`config.mk`:
```
export PLATFORM = sky130hd
export DESIGN_NAME = monitor_report_collector
export DESIGN_NICKNAME = d
export VERILOG_FILES = /design/src/rtl/monitor_report_collector.sv
export SDC_FILE = /design/constraint.sdc
export NUM_CORES = 1
export LEC_CHECK = 0
export BUFFER_PORTS_ARGS = -buffer_cell sky130_fd_sc_hd__buf_2
export CAP_MARGIN = 20
export CELL_PAD_IN_SITES_DETAIL_PLACEMENT = 1
export CELL_PAD_IN_SITES_GLOBAL_PLACEMENT = 1
export CORE_MARGIN = 1
export CORE_UTILIZATION = 30
export CTS_BUF_LIST = sky130_fd_sc_hd__clkbuf_8
export CTS_CLUSTER_DIAMETER = 30
export DETAILED_ROUTE_END_ITERATION = 8
export GPL_TIMING_DRIVEN = 0
export MAX_ROUTING_LAYER = met4
export PLACE_DENSITY_LB_ADDON = 0.2
export SYNTH_ARGS = -nofsm -noshare
export SYNTH_HDL_FRONTEND = slang
export SYNTH_SLANG_ARGS = --single-unit
```
`constraint.sdc`:
```
create_clock -name clk -period 12.12 [get_ports clk]
set_clock_uncertainty 0.15 [all_clocks]
set_input_delay 2.424 -clock clk [delete_from_list [all_inputs] [get_ports clk]]
set_output_delay 2.424 -clock clk [all_outputs]
set_load 0.02 [all_outputs]
```
`src/rtl/monitor_report_collector.sv`:
```
// Report collector for one monitor cluster: timestamps each non-zero report vector
// with its symbol index and queues it in a first-word-fall-through FIFO towards the host.
module monitor_report_collector #(
    parameter int NUM_REPORTS = 36,
    parameter int FIFO_DEPTH  = 16,
    parameter int CNT_W       = 32,
    parameter int DROP_W      = 16
) (
    input  logic                            clk,
    input  logic                            reset,
    input  logic                            run,
    input  logic [NUM_REPORTS-1:0]          report_in,
    output logic                            rpt_valid,
    input  logic                            rpt_ready,
    output logic [NUM_REPORTS-1:0]          rpt_vector,
    output logic [CNT_W-1:0]                rpt_index,
    output logic [$clog2(FIFO_DEPTH):0]     fifo_level,
    output logic                            overflow,
    output logic [DROP_W-1:0]               drop_count
);

    localparam int AW    = $clog2(FIFO_DEPTH);
    localparam int PTR_W = AW + 1;

    typedef struct packed {
        logic [NUM_REPORTS-1:0] vec;
        logic [CNT_W-1:0]       idx;
    } entry_t;

    entry_t             mem_q [FIFO_DEPTH];
    entry_t             head_q, head_d, new_entry;
    logic [PTR_W-1:0]   wr_ptr_q, wr_ptr_d, rd_ptr_q, rd_ptr_d, level_q, level_d;
    logic [CNT_W-1:0]   sym_cnt_q, sym_cnt_d;
    logic [DROP_W-1:0]  drop_q, drop_d;
    logic               valid_q, overflow_q, overflow_d;
    logic               push_req, pop, full, push, drop;

    always_comb begin
        push_req  = run && (|report_in);
        pop       = valid_q && rpt_ready;
        full      = (wr_ptr_q[AW] != rd_ptr_q[AW]) && (wr_ptr_q[AW-1:0] == rd_ptr_q[AW-1:0]);
        // A simultaneous pop frees the slot, so a push into a full FIFO survives only then.
        push      = push_req && (!full || pop);
        drop      = push_req && full && !pop;
        new_entry = '{vec: report_in, idx: sym_cnt_q};

        sym_cnt_d  = run ? sym_cnt_q + CNT_W'(1) : sym_cnt_q;
        wr_ptr_d   = wr_ptr_q + PTR_W'(push);
        rd_ptr_d   = rd_ptr_q + PTR_W'(pop);
        level_d    = wr_ptr_d - rd_ptr_d;
        overflow_d = overflow_q || drop;
        drop_d     = (drop && (drop_q != '1)) ? drop_q + DROP_W'(1) : drop_q;

        // The head register is loaded with next cycle's head; bypass when the entry
        // being written this edge is the one that becomes the head.
        head_d = head_q;
        if (push && (rd_ptr_d == wr_ptr_q)) begin
            head_d = new_entry;
        end else if (level_d != '0) begin
            head_d = mem_q[rd_ptr_d[AW-1:0]];
        end
    end

    // NOTE: storage carries no reset; pointers and the valid flag alone define which
    // entries are live, so clearing the array would only cost reset fan-out.
    always_ff @(posedge clk) begin
        if (push) begin
            mem_q[wr_ptr_q[AW-1:0]] <= new_entry;
        end
    end

    always_ff @(posedge clk or posedge reset) begin
        if (reset) begin
            sym_cnt_q  <= '0;
            wr_ptr_q   <= '0;
            rd_ptr_q   <= '0;
            level_q    <= '0;
            head_q     <= '0;
            valid_q    <= 1'b0;
            overflow_q <= 1'b0;
            drop_q     <= '0;
        end else begin
            sym_cnt_q  <= sym_cnt_d;
            wr_ptr_q   <= wr_ptr_d;
            rd_ptr_q   <= rd_ptr_d;
            level_q    <= level_d;
            head_q     <= head_d;
            valid_q    <= (level_d != '0);
            overflow_q <= overflow_d;
            drop_q     <= drop_d;
        end
    end

    assign rpt_valid  = valid_q;
    assign rpt_vector = head_q.vec;
    assign rpt_index  = head_q.idx;
    assign fifo_level = level_q;
    assign overflow   = overflow_q;
    assign drop_count = drop_q;

endmodule
```
==> results.py <==
metrics = {
    "global_routing": {
        "grt_pass1_vias": 29300,
        "grt_overflow_total": 0,
        "antenna_found_initial": 16,
        "grt_util_all_layers_pct": 18.0,
        "grt_pass1_wl_mm": 204,
        "grt_max_degree": 88,
    },
    "clock_network": {
        "clkTransAtPathRegs_ns": 0.06,
        "h-tree-depth": 5,
        "cts_setup_buffers": 0,
        "cts_resized": 0,
        "cts.sinks": 1221,
        "postCtsHoldBufs": 0,
        "cts-root-buf": "clkbuf_8",
        "cts_made_buffers": 307,
        "cts.path.max_buffers": 4,
        "cts_tree": "built",
        "clk_latency_ns": 0.96,
    },
    "sta": {
        "tightest_slew_ns": 1.01,
        "rsz0062_at_grt": "no",
        "setup_ws_ns": 3.86,
        "finalHoldViolations": 0,
        "clock.fmax_ghz": 0.121,
        "fin_crit_ns": 8.26,
        "setup_viol": 0,
        "slew_headroom_pct": 32.5,
        "hold_ws_ns": 0.358,
        "drv_slew": 0,
        "min_period_over_period_pct": 68.2,
    },
    "power_and_ir_drop": {
        "power_density_mw_per_mm2": 289,
        "leakagePower_nw": 20.7,
        "peakVddDrop_mv": 0.164,
    },
    "route": {
        "drt-pass1-iter-count": 7,
        "wire_per_inst_um": 26.0,
        "antenna_left": 0,
        "finalWirelength_mm": 140,
        "drc_errors": 0,
        "viasPerCell": 4.92,
        "vias": 26600,
        "drtIter0Drc": 1900,
    },
    "min_path": {
        "min_path_cells": 1,
        "min_from": "drop_count[6]",
        "holdPathEnd": "drop_count[6]",
        "hold_class": "reg2reg",
    },
    "placed_design": {
        "place_congestion": 0.780,
        "dpl.hpwl_mm": 95.2,
        "preCtsSetupSlack_ns": 2.84,
        "io_buffers": 129,
    },
    "critical_path": {
        "rr_startpoint": "rd_ptr_q[2]",
        "path_max_fanout": 18,
        "reg2reg_slack_ns": 5.65,
        "start_kind": "primary input",
        "reg2reg_depth": 18,
        "end_kind": "flip-flop",
        "rr_endpoint": "rpt_index[28]",
        "arrival_ns": 8.94,
        "crit_type": "in2reg",
        "cp.required_ns": 12.80,
    },
    "synth": {
        "synth_common_cells": "edfxtp_1, mux4_2, nand2_1",
        "synthTopCellsByArea": "edfxtp_1, mux4_2, dfrtp_1",
        "synth.most_common_cell": "edfxtp_1",
        "synth_top_area_share_pct": 68.3,
        "syn_avg_cell_area_um2": 19.0,
        "async_flop_share_pct": 10.9,
        "syn_nets": 2563,
        "synth_largest_area_cell": "edfxtp_1",
        "ys_warn_count": 0,
        "synth_edf_count": 1088,
        "syn_area_mm2": 0.0478,
        "postSynthCellCount": 2512,
        "ys.flop_type": "edfxtp_1",
        "yosysSeqAreaShare_pct": 75.2,
        "yosysUniqueCellTypes": 50,
        "synth-seq-cells": 1221,
    },
    "die": {
        "die-area_mm2": 0.161,
        "die_height_um": 401,
        "fp-row-count": 146,
        "initial_core_util_pct": 30.2,
        "num_io_pins": 131,
        "core_region_area_mm2": 0.158,
        "die_w_um": 401,
    },
    "status": {
        "status": "finished, final reports clean",
    },
    "final_layout": {
        "nets": 3153,
        "drive_gt1_share_pct": 32.8,
        "area_growth_pct": 23.8,
    },
    "run": {
        "drv_cap": 0,
    },
}
==> how the worst max path moves through the flow <==
stage,depth (start not counted),slack (ns),startpoint,end
6_report,20,3.86,report_in[31],rpt_index[28]
5_1_grt,20,3.63,report_in[31],rpt_index[25]
4_1_cts,20,3.87,report_in[31],rpt_index[28]
2_1_floorplan,4,1.94,run,mem_q[1][0]
3_5_place_dp,20,2.84,report_in[31],rpt_index[28]
3_3_place_gp,6,-9.02,report_in[18],mem_q[3][11]
==> metrics by stage <==
step           utilization (%)  area (µm²)  total power [W]  TNS (ns)  std cells
2_1_floorplan                -       47800          0.00950         0       2512
3_3_place_gp              32.3       51100           0.0121  -4151.84       4713
3_5_place_dp              33.4       52900           0.0122         0       4865
4_1_cts                   37.4       59200           0.0174         0       5406
5_1_grt                   37.4       59200           0.0180         0       5410
6_report                  37.4       59200           0.0171         0       5412
==> power breakdown <==
group	switching [W]	total, W	internal (W)
Sequential	0.000264	0.00546	0.00520
Combinational	0.00415	0.00656	0.00241
Clock	0.00200	0.00512	0.00312
==> critical path, cell delays in order <==
cell      delay [ns]
buf_2           0.23
nor4_1          0.75
nand4_1         0.19
o31ai_1         0.57
nand2b_1        0.33
clkbuf_1        0.56
inv_1           0.18
ha_1            0.35
inv_1           0.05
ha_1            0.21
fa_1            0.47
xnor2_1         0.23
xnor3_1         0.51
nor3_1          0.31
o21a_1          0.17
clkbuf_2        0.57
buf_4           0.30
buf_4           0.19
nand3_1         0.12
a31oi_1         0.21
==> cells in the final DEF (no fill, tap or decap), types with 7 or more instances in the layout <==
master / netlist / final
nand2b_1: 7 / 7
clkinv_2: 0 / 42
o21ai_0: 51 / 51
nand3_1: 89 / 89
edfxtp_1: 1088 / 1088
a31oi_1: 68 / 68
nor2_1: 88 / 85
clkbuf_1: 76 / 75
buf_6: 0 / 83
inv_1: 10 / 73
a21oi_1: 68 / 68
clkinv_4: 0 / 12
buf_4: 6 / 51
dfrtp_1: 133 / 133
bufinv_16: 0 / 27
ha_1: 10 / 10
clkinv_1: 0 / 31
mux4_2: 272 / 272
nor4_1: 15 / 12
mux2i_1: 68 / 68
and3_1: 80 / 80
xor2_1: 22 / 22
nand4_1: 20 / 20
xnor2_1: 38 / 37
buf_2: 59 / 188
clkinvlp_4: 0 / 31
clkbuf_8: 0 / 333
buf_1: 9 / 9
nor3_2: 0 / 10
nand2_1: 160 / 160
buf_8: 0 / 13
o21ai_1: 21 / 21
==> metal layers <==
layer	up-vias	part of all wire, %	track usage [%]
li1	11400	-	-
met1	14300	45	23.7
met2	683	48	28.2
met3	262	4.1	3.05
met4	0	2.6	6.04
met5	-	0	-
==> sequential cells by signal, summed over array words and instances, names as in the netlist <==
register    cells
overflow        1
mem_q        1088
rpt_vector     36
rpt_index      32
sym_cnt_q      32
wr_ptr_q        5
rpt_valid       1
rd_ptr_q        5
drop_count     16
fifo_level      5
==> kinds of logic (layout without fill, tap and decap cells) <==
logic type	Yosys count	count (layout)	synth area share, %
AO/OA/AOI/OAI	219	219	2.54
XOR/XNOR	64	64	1.25
adder cells (fa/ha/maj)	11	11	0.303
buffers and inverters	164	986	1.49
flip-flops	1221	1221	75.2
multiplexers	341	341	14.2
other	0	6	0
AND/OR/NAND/NOR	492	492	4.92
==> area by class of cell <==
| cell class | count | area [µm²] |
|---|---|---|
| buffer | 151 | 666 |
| fill | 15600 | 99100 |
| clock buffer | 333 | 4580 |
| antenna | 6 | 15.0 |
| inverter | 13 | 56.3 |
| multi-input combinational | 1127 | 11200 |
| tap | 2072 | 2590 |
| clock inverter | 208 | 1720 |
| timing repair buffer | 281 | 2370 |
| sequential | 1221 | 36000 |
(Power assumes the default switching activity.)
